==> src/rtl/counter_feeder.sv <==
// counter_feeder: splits a loaded total into a stream of bounded increment
// pulses so a downstream accumulating counter, starting at zero, rebuilds the
// exact total. The downstream side can stall emission, and an optional idle
// gap can be inserted after each pulse.
//
// state | meaning
// IDLE  | ready for a new total; a zero total completes here immediately
// SEND  | emitting min(remaining, MAX_AMT) each cycle unless held
// GAP   | idle spacing after a non-final pulse, counted down by gap_cnt
module counter_feeder #(
  parameter int TOT_W      = 8,
  parameter int AMT_W      = 4,
  parameter int MAX_AMT    = 15,
  parameter int GAP_CYCLES = 0
) (
  input  logic             clk,
  input  logic             reset,
  input  logic             io_load_valid,
  input  logic [TOT_W-1:0] io_load_total,
  output logic             io_load_ready,
  input  logic             io_hold,
  output logic             io_inc,
  output logic [AMT_W-1:0] io_amt,
  output logic             io_busy,
  output logic             io_done,
  output logic [TOT_W-1:0] io_sent
);

  typedef enum logic [1:0] {IDLE, SEND, GAP} state_t;

  localparam logic [TOT_W-1:0] MAX_T = TOT_W'(MAX_AMT);
  // Gap counter reloads to GAP_CYCLES-1 so that exactly GAP_CYCLES idle
  // cycles separate consecutive pulses.
  localparam logic [7:0] GAP_LOAD = (GAP_CYCLES > 0) ? 8'(GAP_CYCLES - 1) : 8'd0;

  state_t           state_q, state_d;
  logic [TOT_W-1:0] remaining_q, remaining_d;
  logic [7:0]       gap_cnt_q, gap_cnt_d;
  logic [TOT_W-1:0] sent_q, sent_d;
  logic             done_q, done_d;

  logic [TOT_W-1:0] chunk;
  logic             last_pulse;

  // Chunk size for the current pulse; it never exceeds remaining.
  always_comb begin
    chunk      = (remaining_q < MAX_T) ? remaining_q : MAX_T;
    last_pulse = (chunk == remaining_q);
  end

  // Next-state, datapath updates and pulse outputs.
  always_comb begin
    state_d       = state_q;
    remaining_d   = remaining_q;
    gap_cnt_d     = gap_cnt_q;
    sent_d        = sent_q;
    done_d        = 1'b0;
    io_load_ready = 1'b0;
    io_inc        = 1'b0;
    io_amt        = '0;
    case (state_q)
      IDLE: begin
        io_load_ready = 1'b1;
        if (io_load_valid) begin
          remaining_d = io_load_total;
          sent_d      = '0;
          if (io_load_total != '0) state_d = SEND;
          else                     done_d  = 1'b1;
        end
      end
      SEND: begin
        if (!io_hold) begin
          io_inc      = 1'b1;
          io_amt      = AMT_W'(chunk);
          remaining_d = remaining_q - chunk;
          sent_d      = sent_q + chunk;
          if (last_pulse) begin
            state_d = IDLE;
            done_d  = 1'b1;
          end else if (GAP_CYCLES > 0) begin
            state_d   = GAP;
            gap_cnt_d = GAP_LOAD;
          end
        end
      end
      GAP: begin
        // The gap runs regardless of io_hold.
        if (gap_cnt_q == 8'd0) state_d   = SEND;
        else                   gap_cnt_d = gap_cnt_q - 8'd1;
      end
      default: state_d = IDLE;
    endcase
  end

  // State and datapath registers with synchronous reset.
  always_ff @(posedge clk) begin
    if (reset) begin
      state_q     <= IDLE;
      remaining_q <= '0;
      gap_cnt_q   <= '0;
      sent_q      <= '0;
      done_q      <= 1'b0;
    end else begin
      state_q     <= state_d;
      remaining_q <= remaining_d;
      gap_cnt_q   <= gap_cnt_d;
      sent_q      <= sent_d;
      done_q      <= done_d;
    end
  end

  assign io_busy = (state_q != IDLE);
  assign io_done = done_q;
  assign io_sent = sent_q;

endmodule

==> config.mk <==
export PLATFORM = sky130hd
export DESIGN_NAME = counter_feeder
export DESIGN_NICKNAME = d
export VERILOG_FILES = /design/src/rtl/counter_feeder.sv
export SDC_FILE = /design/constraint.sdc
export NUM_CORES = 1
export LEC_CHECK = 0
export ABC_CLOCK_PERIOD_IN_PS = 2400
export CAP_MARGIN = 20
export CORE_MARGIN = 8
export CORE_UTILIZATION = 45
export CTS_CLUSTER_DIAMETER = 150
export DETAILED_ROUTE_END_ITERATION = 10
export HOLD_SLACK_MARGIN = 0.06
export PLACE_DENSITY = 0.75
export RECOVER_POWER = 100
export SETUP_SLACK_MARGIN = 0.02
export SLEW_MARGIN = 15
export SYNTH_ARGS = -nofsm -noshare
export SYNTH_HDL_FRONTEND = slang
export SYNTH_SLANG_ARGS = --single-unit
==> constraint.sdc <==
create_clock -name clk -period 2.4 [get_ports clk]
set_input_delay 0.36 -clock clk [delete_from_list [all_inputs] [get_ports clk]]
set_output_delay 0.36 -clock clk [all_outputs]
set_load 0.02 [all_outputs]
# Word level (Yosys, flattened, before mapping)
# Index checks and enable logic that the tools add are counted.
# Widths: inputs -> output; s select.
[totals]
out_inout_bits = 16
reg_bits = 27
input_bits = 12
[classes]
magnitude_cmp = 1
bitwise = 1
add_sub_neg = 3
n_reduce_logical = 8
n_eq_ne = 8
muxes = 23
[ops]
columns = ["cell", "count"]
rows = [
  ["$mux 8", 5],
  ["$pmux 8 s2", 2],
  ["$mux 2", 5],
  ["$ne 2x2->1 const B", 5],
  ["$add 8x8->8", 1],
  ["$eq 8x8->1", 1],
  ["$logic_not 8->1", 1],
  ["$lt 8x4->1 const B", 1],
  ["$mux 4", 2],
  ["$reduce_bool 8->1", 1],
  ["$sub 8x1->8 const B", 1],
  ["$sub 8x8->8", 1],
  ["$mux 1", 7],
  ["$pmux 2 s3", 1],
  ["$reduce_and 5->1", 1],
  ["$reduce_bool 2->1", 2],
  ["$reduce_and 3->1", 1],
  ["$eq 2x1->1 const B", 1],
  ["$eq 2x2->1 const B", 1],
  ["$logic_not 2->1", 1],
  ["$pmux 1 s2", 1],
  ["$reduce_and 2->1", 1],
  ["$not 1->1", 1],
]

# Depth between registers and ports, before layout
[depth]
word_depth = 6
mapped_depth = 9
depth_no_buf = 9

# Least setup slack after synthesis
# OpenSTA, ideal clock, no wires.
[synth_timing]
path_kind = "reg-to-reg"
start = "reg remaining_q[6]"
end = "reg sent_q[7], in the netlist io_sent[7]"
n_path_buf = 0
path_slack_ps = -24
path_stages_with_launch = 9
t_required_ps = 2279
t_arrival_ps = 2303
cell_sequence = "dfxtp_1 > or4_1 > nor2_1 > inv_1 > ha_1 > a211o_1 > a21oi_1 > a21oi_1 > mux2_2"
[synth_via]
elab_chain_len = 5
[synth_rtl]
columns = ["element", "line_no", "rtl"]
rows = [
  ["start, declared", "37", "logic [TOT_W-1:0] remaining_q, remaining_d;"],
  ["start signal, assigned", "105", "remaining_q <= remaining_d;"],
  ["$lt 8x4->1", "47", "chunk = (remaining_q < MAX_T) ? remaining_q : MAX_T;"],
  ["$mux 8 (*)", "47", ""],
  ["$add 8x8->8 (*)", "76", "sent_d = sent_q + chunk;"],
  ["$mux 8 (*)", "72", "if (!io_hold) begin"],
  ["$pmux 8 s2 (*)", "61", "case (state_q)"],
  ["end signal, assigned", "107", "sent_q <= sent_d;"],
  ["end, declared", "39", "logic [TOT_W-1:0] sent_q, sent_d;"],
]
# Mark *: on every way between the ends. The rest lies on a longest branch, timed or not. The select of a mux whose other input is x is not followed.
# A chain may end at the register's enable or synchronous reset.

# Final worst setup path
[layout_timing]
start = "reg remaining_q[4]"
end = "reg sent_q[5], in the netlist io_sent[5]"
# The elaborated chain is that of the path after synthesis.

==> flow_summary.html <==
<table>
<tr><th>Metric</th><th>Value</th></tr>
<tr><th colspan="2">Placed design</th></tr>
<tr><td>Gpl congestion</td><td>0.885</td></tr>
<tr><td>Post-detail-place hpwl</td><td>around 2.8 mm</td></tr>
<tr><td># placed instances</td><td>approximately 220</td></tr>
<tr><td>Placement Setup Slack</td><td>-0.0221 ns</td></tr>
<tr><td>Quantity of I/O buffers inserted on ports</td><td>27</td></tr>
<tr><th colspan="2">Clock tree</th></tr>
<tr><td>Post-cts hold buffer count</td><td>0</td></tr>
<tr><td>Number of buffers added by the clock tree synthesis step</td><td>3</td></tr>
<tr><td>Clock slew at reported path FFs</td><td>between 0.1 and 0.15 ns</td></tr>
<tr><td>Maximum clock path buffer count</td><td>2</td></tr>
<tr><td>Clock root cell</td><td>clkbuf_4</td></tr>
<tr><td>Clock Sink Count</td><td>18</td></tr>
<tr><td>Latest clock arrival within the worst-skew pair</td><td>about 0.3 ns</td></tr>
<tr><td>Clock tree from TritonCTS</td><td>done</td></tr>
<tr><td>H-Tree Depth</td><td>1</td></tr>
<tr><th colspan="2">Setup path</th></tr>
<tr><td>Data required time at the worst endpoint</td><td>2.60 ns</td></tr>
<tr><td>Critical path launch point type</td><td>register</td></tr>
<tr><td>Critical Path Max Stage Delay</td><td>around 0.4 ns</td></tr>
<tr><td>Family with the most delay on the worst path</td><td>simple AND/OR/NAND/NOR gates</td></tr>
<tr><td>CP Cell Sequence</td><td>nor4_4 -&gt; or2b_1 -&gt; ha_2 -&gt; buf_4 -&gt; buf_4 -&gt; a211o_1 -&gt; a21oi_2 -&gt; mux2i_1 -&gt; o21ai_1</td></tr>
<tr><td>Worst path slowest cell</td><td>dfxtp_4</td></tr>
<tr><td>Arrival time at the worst endpoint</td><td>2.56 ns</td></tr>
<tr><td>Critical path start-end classification</td><td>register to register</td></tr>
<tr><td>Critical path capture point type</td><td>register</td></tr>
<tr><td>CP dominant cell by count</td><td>buf_4</td></tr>
<tr><td>Highest fanout seen on the critical path</td><td>5</td></tr>
<tr><td>Buf/Inv on CP</td><td>2</td></tr>
<tr><th colspan="2">Power</th></tr>
<tr><td>Combinational share of power</td><td>between 40 and 50%</td></tr>
<tr><td>Lkg Pwr</td><td>between 0.7 and 0.8 nW</td></tr>
<tr><td>Clock network fraction of design power</td><td>between 20% and 30%</td></tr>
<tr><td>Cell Pwr Density</td><td>between 500 and 600 nW/um^2</td></tr>
<tr><td>Cell-internal power</td><td>between 0.0006 and 0.0007 W</td></tr>
<tr><td>Net Switching</td><td>~0.00035 W</td></tr>
<tr><td>Share of total power in sequential cells</td><td>between 30 and 40%</td></tr>
<tr><td>Net Sw Frac</td><td>between 30% and 40%</td></tr>
<tr><td>Maximum vdd drop</td><td>0.000332 V</td></tr>
<tr><th colspan="2">STA</th></tr>
<tr><td>Tcrit/Tclk final</td><td>98.3%</td></tr>
<tr><td>Tmin final</td><td>between 2 and 2.5 ns</td></tr>
<tr><td>WHS</td><td>about 0.5 ns</td></tr>
<tr><td>Max_slew headroom</td><td>roughly 66%</td></tr>
<tr><td>Transition time of the tightest slew-check pin</td><td>~0.5 ns</td></tr>
<tr><td>Maximum clock rate</td><td>424 MHz</td></tr>
<tr><td>Number of failing hold endpoints at the final stage</td><td>0</td></tr>
<tr><td>Final setup violation count</td><td>0</td></tr>
<tr><td>Post-route worst setup slack</td><td>0.0397 ns</td></tr>
<tr><td>Max Transition Viols Final</td><td>0</td></tr>
<tr><td>Worst clock skew on the final layout</td><td>between 0.002 and 0.003 ns</td></tr>
<tr><td>RSZ-0062 raised after global routing</td><td>yes</td></tr>
<tr><th colspan="2">Floorplanning</th></tr>
<tr><td>Area enclosed by the die boundary</td><td>4760 um^2</td></tr>
<tr><td>Die height</td><td>69.0 um</td></tr>
<tr><td>Die outline width</td><td>roughly 69 um</td></tr>
<tr><td>Floorplan row count</td><td>19</td></tr>
<tr><td>Effective utilization at floorplan</td><td>between 40% and 50%</td></tr>
<tr><td>Floorplan core area</td><td>2710 um^2</td></tr>
<tr><td>I/O Pins</td><td>28</td></tr>
<tr><th colspan="2">Flow run</th></tr>
<tr><td>Number of max-cap violations</td><td>0</td></tr>
<tr><th colspan="2">GRT</th></tr>
<tr><td>Residual overflow from global routing</td><td>0</td></tr>
<tr><td>Met3 Resource Use GR</td><td>between 4 and 5%</td></tr>
<tr><td>Total routing resource utilization after global routing</td><td>between 15 and 20%</td></tr>
<tr><td>Layer carrying the most global-route usage</td><td>met2</td></tr>
<tr><td>GR met2 Demand/Resource</td><td>27.6%</td></tr>
<tr><td>Via count of the first global-routing pass</td><td>1278</td></tr>
<tr><td>Wire length of the first global-routing pass</td><td>6.00 mm</td></tr>
<tr><td>Pin count of the biggest net entering global routing</td><td>15</td></tr>
<tr><td>Met1 GRT Util</td><td>19.9%</td></tr>
<tr><td>Number of antenna violations at the first check in global routing</td><td>0</td></tr>
<tr><th colspan="2">Yosys</th></tr>
<tr><td>Number of storage elements in the synthesis netlist</td><td>18</td></tr>
<tr><td>Predominant post-synthesis flop cell</td><td>dfxtp_1</td></tr>
<tr><td>Most repeated cell in the gate-level netlist after synthesis</td><td>dfxtp_1</td></tr>
<tr><td>Count of cell types in the netlist</td><td>47</td></tr>
<tr><td>Leading area contributor after synthesis</td><td>dfxtp_1</td></tr>
<tr><td>Number of enable-type register cells in the synthesized netlist</td><td>0</td></tr>
<tr><td>Post-Synthesis Cell Area</td><td>between 1000 and 1500 um^2</td></tr>
<tr><td>Sequential share of the synthesized area</td><td>around 29%</td></tr>
<tr><td>Async set or reset register ratio after synthesis</td><td>0%</td></tr>
<tr><td>Mean area per synthesized cell</td><td>approximately 8.0 um^2</td></tr>
<tr><td>Syn. warnings</td><td>0</td></tr>
<tr><td>Synth top cells by count</td><td>18 x dfxtp_1, 17 x nor2_1, 10 x a21oi_1</td></tr>
<tr><td>Fraction of synthesized cell area taken by the top area cell type</td><td>between 20% and 30%</td></tr>
<tr><td>Top area cells in the synthesized netlist</td><td>dfxtp_1 29%, ha_1 7.9%, nor2_1 5.1%</td></tr>
<tr><td>Synthesized instance count</td><td>approximately 160</td></tr>
<tr><th colspan="2">Routing</th></tr>
<tr><td>Final antenna-violating net count</td><td>0</td></tr>
<tr><td>Average wire length per cell after detail routing</td><td>approximately 16 um</td></tr>
<tr><td>Via count</td><td>about 1400</td></tr>
<tr><td>Initial DRC Count</td><td>about 100</td></tr>
<tr><td>Routed Wire Length</td><td>around 3.9 mm</td></tr>
<tr><td>Pre-Repair DR Iteration Count</td><td>4</td></tr>
<tr><td>DRC violation count after routing</td><td>0</td></tr>
<tr><td>Average via count per standard cell</td><td>5.94</td></tr>
<tr><th colspan="2">Final layout</th></tr>
<tr><td>Final cell count without fillers</td><td>between 200 and 250</td></tr>
<tr><td>Layout cells sized above 1</td><td>between 10% and 20%</td></tr>
<tr><td>Net count, final</td><td>227</td></tr>
<tr><td>Fillers</td><td>242</td></tr>
<tr><td>Area added between synthesis and finish</td><td>42.4%</td></tr>
<tr><td>Final antenna diode count</td><td>0</td></tr>
<tr><th colspan="2">Status</th></tr>
<tr><td>Run status</td><td>complete, no violations</td></tr>
<tr><th colspan="2">Min path</th></tr>
<tr><td>Hold/Removal Path Class</td><td>register to register</td></tr>
</table>
-- sequential cells by signal, indices dropped and copies added (netlist names) --
name / flops
io_sent: 8
state_q: 1
io_done: 1
remaining_q: 8
-- metrics by stage --
step                cell area, um^2  TNS, ns  total power, W  utilization (%)
floorplan                      1280        0        0.000595                -
detailed placement             1650  -0.0432        0.000730             60.8
global placement               1650        0        0.000720             60.8
finish                         1800        0        0.000977             66.3
CTS                            1720        0        0.000938             63.3
global route                   1800  -0.0656         0.00103             66.3
-- worst register-to-register path, delay by kind of cell (launching register included) --
kind,cells,cell delay [ns]
fa+ha+maj,1,0.19
mux,1,0.26
compound gates,3,0.55
buf+inv,2,0.26
flops,1,0.39
simple gates,2,0.63
-- metal layers --
| layer | vias up | part of all wire (%) |
|---|---|---|
| met4 | 0 | 0.75 |
| met3 | 4 | 7.0 |
| met1 | 678 | 44 |
| met2 | 44 | 48 |
| li1 | 676 | - |
| met5 | - | 0 |
-- final timing paths --
path | end | startpoint | cells after the start | slack [ns]
max | io_sent[5] | remaining_q[4] | 9 | 0.04
max reg2reg | io_sent[5] | remaining_q[4] | 9 | 0.04
min | io_sent[6] | io_sent[6] | 2 | 0.50
min reg2reg | io_sent[6] | io_sent[6] | 2 | 0.50
-- cells in the final DEF (no fill, tap or decap), drive strengths merged, types with 2 or more instances in the layout --
cell type       n
clkdlybuf4s50  23
a21oi          10
nand2           8
nand2b          6
dfxtp          18
nor3            6
buf            19
a211o           3
a211oi          3
dlymetal6s2s    3
inv             7
and2            4
nor4            7
or3             2
or2b            3
a221oi          2
mux2i           2
o211ai          2
clkbuf          5
nor2           17
ha              8
nand3           3
nor2b           5
a21o            2
a22oi           2
conb            3
o21ai          10
o21a            2
-- power groups by stage --
stage                     logic [W]  clock network, W  registers [W]
final                      0.000418          0.000202       0.000356
after global routing       0.000452          0.000219       0.000360
after CTS                  0.000383          0.000200       0.000355
after detailed placement   0.000368                 0       0.000362
after global placement     0.000360                 0       0.000360
after floorplan            0.000227                 0       0.000367
-- repair_timing --
| action | in CTS | in global routing |
|---|---|---|
| gates resized for setup | 6 | 14 |
| setup buffers | 3 | 6 |
| setup endpoints to repair | 7 | 6 |
| endpoints found under the hold margin | 0 | 0 |
| pin swaps | 1 | 7 |
-- kinds of logic (layout without fill, tap and decap cells) --
family	Yosys count	in the layout	share of synthesized area, %
compound gates	45	45	24.5
xor+xnor	2	2	1.39
fa+ha+maj	9	9	9.51
buf+inv	12	58	3.77
flops	18	18	28.5
mux	3	3	2.48
other cells	1	3	0.297
simple gates	67	67	29.5
-- final cells by class --
| cell class | count | area, um^2 | share of cell area (%) |
|---|---|---|---|
| Tap cell | 31 | 38.8 | 2.16 |
| Sequential cell | 18 | 373 | 20.7 |
| Multi-Input combinational cell | 129 | 901 | 50.1 |
| Timing Repair Buffer | 47 | 423 | 23.5 |
| Clock buffer | 4 | 36.3 | 2.02 |
| Inverter | 7 | 26.3 | 1.46 |
Note: power is estimated with default switching activity, not from simulation.
